[config.mk]
export PLATFORM = sky130hd
export DESIGN_NAME = bcd_to_decimal_beh
export DESIGN_NICKNAME = d
export VERILOG_FILES = /design/src/rtl/bcd_pkg.sv /design/src/rtl/bcd_to_decimal_beh.sv
export SDC_FILE = /design/constraint.sdc
export NUM_CORES = 1
export LEC_CHECK = 0
export ABC_AREA = 1
export BUFFER_PORTS_ARGS = -buffer_cell sky130_fd_sc_hd__buf_2
export CORE_AREA = 2 2 39 41
export CTS_CLUSTER_SIZE = 40
export DETAILED_ROUTE_END_ITERATION = 8
export DIE_AREA = 0 0 41 43
export GPL_ROUTABILITY_DRIVEN = 0
export HOLD_SLACK_MARGIN = 0.15
export PLACE_DENSITY_LB_ADDON = 0.25
export SLEW_MARGIN = 20
export SYNTH_ARGS = -nofsm -noshare
export SYNTH_HDL_FRONTEND = slang
export SYNTH_SLANG_ARGS = --single-unit
[constraint.sdc]
create_clock -name CLK -period 0.8 [get_ports CLK]
set_input_delay 0.08 -clock CLK [delete_from_list [all_inputs] [get_ports CLK]]
set_output_delay 0.08 -clock CLK [all_outputs]
set_load 0.02 [all_outputs]
[src/rtl/bcd_pkg.sv]
// Shared BCD definitions: code widths, the "no line" constant and the
// one-hot decode function reused by display-side blocks.
package bcd_pkg;

    localparam int BCD_W = 4;
    localparam int DEC_W = 10;

    localparam logic [DEC_W-1:0] DEC_NONE = '0;

    // Decode one BCD digit to an active-high 1-of-10 line vector.
    // Codes 10..15 (and X/Z in simulation) assert no line.
    function automatic logic [DEC_W-1:0] bcd_to_onehot(input logic [BCD_W-1:0] bcd);
        logic [DEC_W-1:0] lines;
        lines = DEC_NONE;
        case (bcd)
            4'd0:    lines = 10'b0000000001;
            4'd1:    lines = 10'b0000000010;
            4'd2:    lines = 10'b0000000100;
            4'd3:    lines = 10'b0000001000;
            4'd4:    lines = 10'b0000010000;
            4'd5:    lines = 10'b0000100000;
            4'd6:    lines = 10'b0001000000;
            4'd7:    lines = 10'b0010000000;
            4'd8:    lines = 10'b0100000000;
            4'd9:    lines = 10'b1000000000;
            default: lines = DEC_NONE;
        endcase
        return lines;
    endfunction

endpackage

[src/rtl/bcd_to_decimal_beh.sv]
// Registered BCD-to-decimal decoder: one output register, one clock of
// latency, no combinational path from BCDIn to DECOut.
module bcd_to_decimal_beh
    import bcd_pkg::*;
(
    input  logic             CLK,
    input  logic             nRST,
    input  logic [BCD_W-1:0] BCDIn,
    output logic [DEC_W-1:0] DECOut
);

    // Output register: synchronous clear has priority, otherwise load the decode.
    // NOTE: nRST is absent from the sensitivity list, so the clear only takes
    // effect on a rising CLK edge; a glitch between edges is ignored.
    always_ff @(posedge CLK) begin
        if (!nRST) begin
            DECOut <= DEC_NONE;
        end else begin
            DECOut <= bcd_to_onehot(BCDIn);
        end
    end

endmodule

==> results.py, run 1 <==
metrics = {
    "power_and_ir_drop": {
        "power_density_mw_per_mm2": 1822,
        "ir_drop_mv": 0.6773,
        "total_power_mw": 0.9164,
        "leakagePower_nw": 0.2423,
    },
    "synth": {
        "synth_nets": 39,
        "synth.distinct_cells": 6,
        "yosysSeqAreaShare_pct": 68.67,
        "synth_warnings": 0,
        "netlist_area_um2": 291.5,
        "ys_ff_latch": 10,
        "syn-instance-count": 33,
        "syn_avg_cell_area_um2": 8.834,
    },
    "die": {
        "io_pins": 16,
        "die_area_mm2": 0.001763,
        "row_count": 14,
        "initial_utilization_pct": 21.07,
        "design.core.area_mm2": 0.001384,
        "die_y_um": 43,
        "dieWidth_um": 41,
    },
    "timing": {
        "finalWorstSetupSlack_ns": 0.02695,
        "whs_ns": 0.02524,
        "rsz0062_at_grt": "yes",
        "period_needed_ns": 0.7731,
        "fmax_mhz": 1294,
        "setup_viol_count_final": 0,
        "finalCritPeriodShare_pct": 96.63,
        "worst_slew_pin_slew_ns": 0.1808,
        "drv_slew": 0,
        "slew_headroom_pct": 87.91,
        "setup_tns_ns": 0,
        "finalHoldViolCount": 0,
    },
    "global_routing": {
        "gr-usage-all-layers_pct": 9.109,
        "antenna_found_initial": 0,
        "grt_overflow_total": 0,
        "grt_max_degree": 6,
        "first_global_vias": 252,
        "grt_pass1_wl_um": 959,
    },
    "placement": {
        "dp_hpwl_um": 429.7,
        "io_buffers": 15,
        "pre_cts_ws_ns": 0.1966,
    },
    "critical_path": {
        "worst-path-buf-inv": 1,
        "critPathKind": "reg -> out",
        "critPathMaxStageDelay_ns": 0.31,
        "path_delay_family": "flip-flops",
        "start_kind": "flop",
        "path_cells": "buf_6",
        "cp-end-kind": "output pin",
        "crit_slowest_cell": "dfxtp_2",
        "arrival_ns": 0.69,
        "required_ns": 0.72,
        "crit_fanout": 1,
    },
    "detailed_routing": {
        "ant_nets": 0,
        "drc": 0,
        "routedWlPerCell_um": 8.014,
        "drtIter0Drc": 0,
        "vias": 261,
        "routed_wirelength_um": 553,
        "viasPerCell": 3.783,
        "drt_pass1_iterations": 1,
    },
    "cells_and_area": {
        "largest_reg_flops": 10,
        "top_register": "DECOut",
        "layout-drive-gt1-share_pct": 50.94,
        "diodes": 0,
        "nets": 61,
        "flow.area_growth_from_synthesis_pct": 72.53,
        "fillers": 153,
        "final_cell_mix": "nor2_1 (11), buf_6 (10), dfxtp_2 (9)",
        "layout_commonest_cell": "nor2_1",
        "reg_top3": "DECOut: 10 flops",
        "final_core_util_pct": 36.35,
    },
    "clock_network": {
        "cts_tree": "built",
        "cts_buffer_depth": 2,
        "cts_setup_buffers": 0,
        "numCtsBuffers": 3,
        "clkTransAtPathRegs_ns": 0.06,
        "cts_sinks": 10,
        "cts_root_buf": "clkbuf_4",
        "htreeDepth": 1,
    },
    "hold_path": {
        "worstHoldPathType": "in -> reg",
    },
    "status": {
        "status": "finished clean",
    },
    "job": {
        "maxCapViolations": 0,
    },
}
synthesized netlist by cell type:
library cell	number	area, µm²
inv_1	4	15.01
nand3_1	1	5.000
nand2_1	6	22.52
dfxtp_1	10	200.2
nor2_1	11	41.29
nand3b_1	1	7.510
where the power goes:
group / switching, mW / total [mW] / internal [mW] / leakage [nW]
clock network: 0.152 / 0.324 / 0.173 / 0.0138
registers: 0.00344 / 0.511 / 0.508 / 0.0853
logic: 0.0419 / 0.0809 / 0.0390 / 0.143
cell families after synthesis:
group | share of synthesized area (%)
buffers and inverters | 5.149
flip-flops | 68.67
AND/OR/NAND/NOR | 26.18
layout make-up:
| type | instances | area (µm²) | area share (%) |
|---|---|---|---|
| Tap cell | 16 | 20.02 | 3.980 |
| Inverter | 4 | 15.01 | 2.985 |
| Clock buffer | 3 | 22.52 | 4.478 |
| Multi-Input combinational cell | 19 | 76.32 | 15.17 |
| Sequential cell | 10 | 211.5 | 42.04 |
| Timing Repair Buffer | 17 | 157.7 | 31.34 |
stage by stage:
step	instances	area, µm²
detailed placement	64	386.6
CTS	69	449.2
global placement	64	386.6
finish	69	503.0
floorplan	33	291.5
global route	69	503.0
worst paths after layout:
kind / startpoint / end / slack [ns] / depth (start not counted)
setup / recovery: DECOut[3]$_SDFF_PP0_ / DECOut[3] / 0.03 / 1
hold / removal: BCDIn[0] / DECOut[8]$_SDFF_PP0_ / 0.03 / 2
metal layers:
metal  wire length [µm]  part of all wire [%]  global-route usage [%]  up-vias
met4                 17                   3.1                   12.00        0
met2                257                    46                   10.31       12
li1                   -                     -                       -      138
met5                  0                     0                       0        -
met1                228                    41                   9.901      109
met3                 49                   8.9                   4.712        2
timing repair:
action / 4_1_cts / 5_1_grt
endpoints found under the hold margin: 9 / 5
resized for setup: 8 / 21
endpoints found under the setup margin: 8 / 12
pin swaps: 0 / 1
hold buffers: 2 / 1
No activity file was read; power rests on OpenSTA's default activity.
==> inputs of run 2 (changes only) <==
--- a/config.mk
+++ b/config.mk
@@ -13,7 +13,6 @@
 export DIE_AREA = 0 0 41 43
 export GPL_ROUTABILITY_DRIVEN = 0
 export HOLD_SLACK_MARGIN = 0.15
-export PLACE_DENSITY_LB_ADDON = 0.25
 export SLEW_MARGIN = 20
 export SYNTH_ARGS = -nofsm -noshare
 export SYNTH_HDL_FRONTEND = slang
==> run 2 against run 1 <==
Fmax fell by 0.39%. First-iteration DRC count up 2. Global-route usage fell by 1.0 points. Final cell count is 2.9% higher. Combinational power rose by 6.7%. Sequential cell count unchanged. Sequential power hardly changed. Critical path type unchanged. Largest power group unchanged.
==> results.py, run 2 (synthesis gave the netlist of run 1 again) <==
metrics = {
    "clock_network": {
        "htreeDepth": 1,
        "numCtsBuffers": 3,
        "cts_sinks": 10,
        "cts_buffer_depth": 2,
        "cts_tree": "built",
        "cts_setup_buffers": 0,
        "cts_root_buf": "clkbuf_4",
        "clkTransAtPathRegs_ns": 0.06,
    },
    "cells_and_area": {
        "layout-drive-gt1-share_pct": 49.09,
        "flow.area_growth_from_synthesis_pct": 81.54,
        "largest_reg_flops": 10,
        "final_cell_mix": "nor2_1 (10), buf_6 (10), dfxtp_2 (7)",
        "top_register": "DECOut",
        "diodes": 0,
        "nets": 62,
        "reg_top3": "DECOut: 10 flops",
        "final_core_util_pct": 38.25,
    },
    "critical_path": {
        "crit_slowest_cell": "dfxtp_2",
        "arrival_ns": 0.70,
        "start_kind": "flop",
        "cp-end-kind": "output pin",
        "critPathMaxStageDelay_ns": 0.32,
        "path_cells": "buf_6",
        "path_delay_family": "flip-flops",
        "required_ns": 0.72,
        "critPathKind": "reg -> out",
        "crit_fanout": 1,
        "worst-path-buf-inv": 1,
    },
    "placement": {
        "io_buffers": 15,
    },
    "detailed_routing": {
        "drt_pass1_iterations": 2,
        "viasPerCell": 3.775,
        "ant_nets": 0,
        "drtIter0Drc": 2,
        "drc": 0,
        "routed_wirelength_um": 526,
        "routedWlPerCell_um": 7.408,
        "vias": 268,
    },
    "die": {
        "die_y_um": 43,
        "io_pins": 16,
        "row_count": 14,
        "die_area_mm2": 0.001763,
        "initial_utilization_pct": 21.07,
        "dieWidth_um": 41,
        "design.core.area_mm2": 0.001384,
    },
    "power_and_ir_drop": {
        "leakagePower_nw": 0.2613,
        "total_power_mw": 1.033,
        "ir_drop_mv": 0.9128,
        "power_density_mw_per_mm2": 1951,
    },
    "timing": {
        "period_needed_ns": 0.7761,
        "fmax_mhz": 1289,
        "rsz0062_at_grt": "yes",
        "setup_viol_count_final": 0,
        "worst_slew_pin_slew_ns": 0.1627,
        "finalHoldViolCount": 0,
        "drv_slew": 0,
        "finalCritPeriodShare_pct": 97.01,
        "slew_headroom_pct": 89.12,
    },
    "global_routing": {
        "gr-usage-all-layers_pct": 8.073,
        "use_met1_pct": 8.824,
        "first_global_vias": 269,
        "grt_overflow_total": 0,
        "antenna_found_initial": 0,
        "grt_pass1_wl_um": 931,
        "grt-busiest-layer": "met2",
        "grt_util_met3_pct": 3.141,
        "grt_max_degree": 7,
        "grt_util_met2_pct": 11.88,
    },
    "hold_path": {
        "whs_path_depth": 2,
        "worstHoldPathType": "in -> reg",
        "worstHoldStart": "BCDIn[0]",
        "min_to": "DECOut[8]$_SDFF_PP0_",
    },
    "status": {
        "status": "finished clean",
    },
    "job": {
        "maxCapViolations": 0,
    },
}
run 2: final cells by class:
| cell class | instances | area (µm²) |
|---|---|---|
| fillers | 140 | 854.6 |
| flip-flops and latches | 10 | 209.0 |
| repair buffers | 18 | 170.2 |
| multi-input cells | 19 | 78.83 |
| clock buffers | 4 | 36.28 |
| well taps | 16 | 20.02 |
| inverters | 4 | 15.01 |
run 2: per-stage QoR:
step | cells | instance area (µm²) | hold WS (ns) | worst slack [ns] | TNS, ns
global placement | 64 | 386.6 | 0.2920 | 0.2134 | 0
global route | 71 | 529.3 | 0.01388 | -0.001640 | -0.002281
floorplan | 33 | 291.5 | 0.1524 | 0.3249 | 0
finish | 71 | 529.3 | 0.01171 | 0.02393 | 0
CTS | 72 | 486.7 | 0.007883 | 0.0008028 | 0
detailed placement | 64 | 386.6 | 0.2883 | 0.2137 | 0
run 2: per-layer routing:
layer | vias up | wire [µm]
li1 | 141 | -
met1 | 112 | 228
met2 | 13 | 249
met3 | 2 | 37
met4 | 0 | 10
met5 | - | 0
run 2: power by group:
part | switching [mW] | internal (mW) | total, mW
clock network | 0.160 | 0.276 | 0.436
registers | 0.00352 | 0.507 | 0.511
logic | 0.0427 | 0.0436 | 0.0863
total | 0.206 | 0.827 | 1.03
run 2: repair_timing:
action,4_1_cts,5_1_grt
gates resized for setup,9,20
endpoints found under the setup margin,8,16
endpoints found under the hold margin,10,5
pin swaps,0,3
hold buffers,4,1
run 2: worst max-delay path by stage:
stage	from	to	cells after the start
2_1_floorplan	DECOut[0]$_SDFF_PP0_	DECOut[0]	0
3_3_place_gp	BCDIn[2]	DECOut[3]$_SDFF_PP0_	3
3_5_place_dp	BCDIn[2]	DECOut[2]$_SDFF_PP0_	3
4_1_cts	DECOut[1]$_SDFF_PP0_	DECOut[1]	1
5_1_grt	DECOut[4]$_SDFF_PP0_	DECOut[4]	1
6_report	DECOut[4]$_SDFF_PP0_	DECOut[4]	1
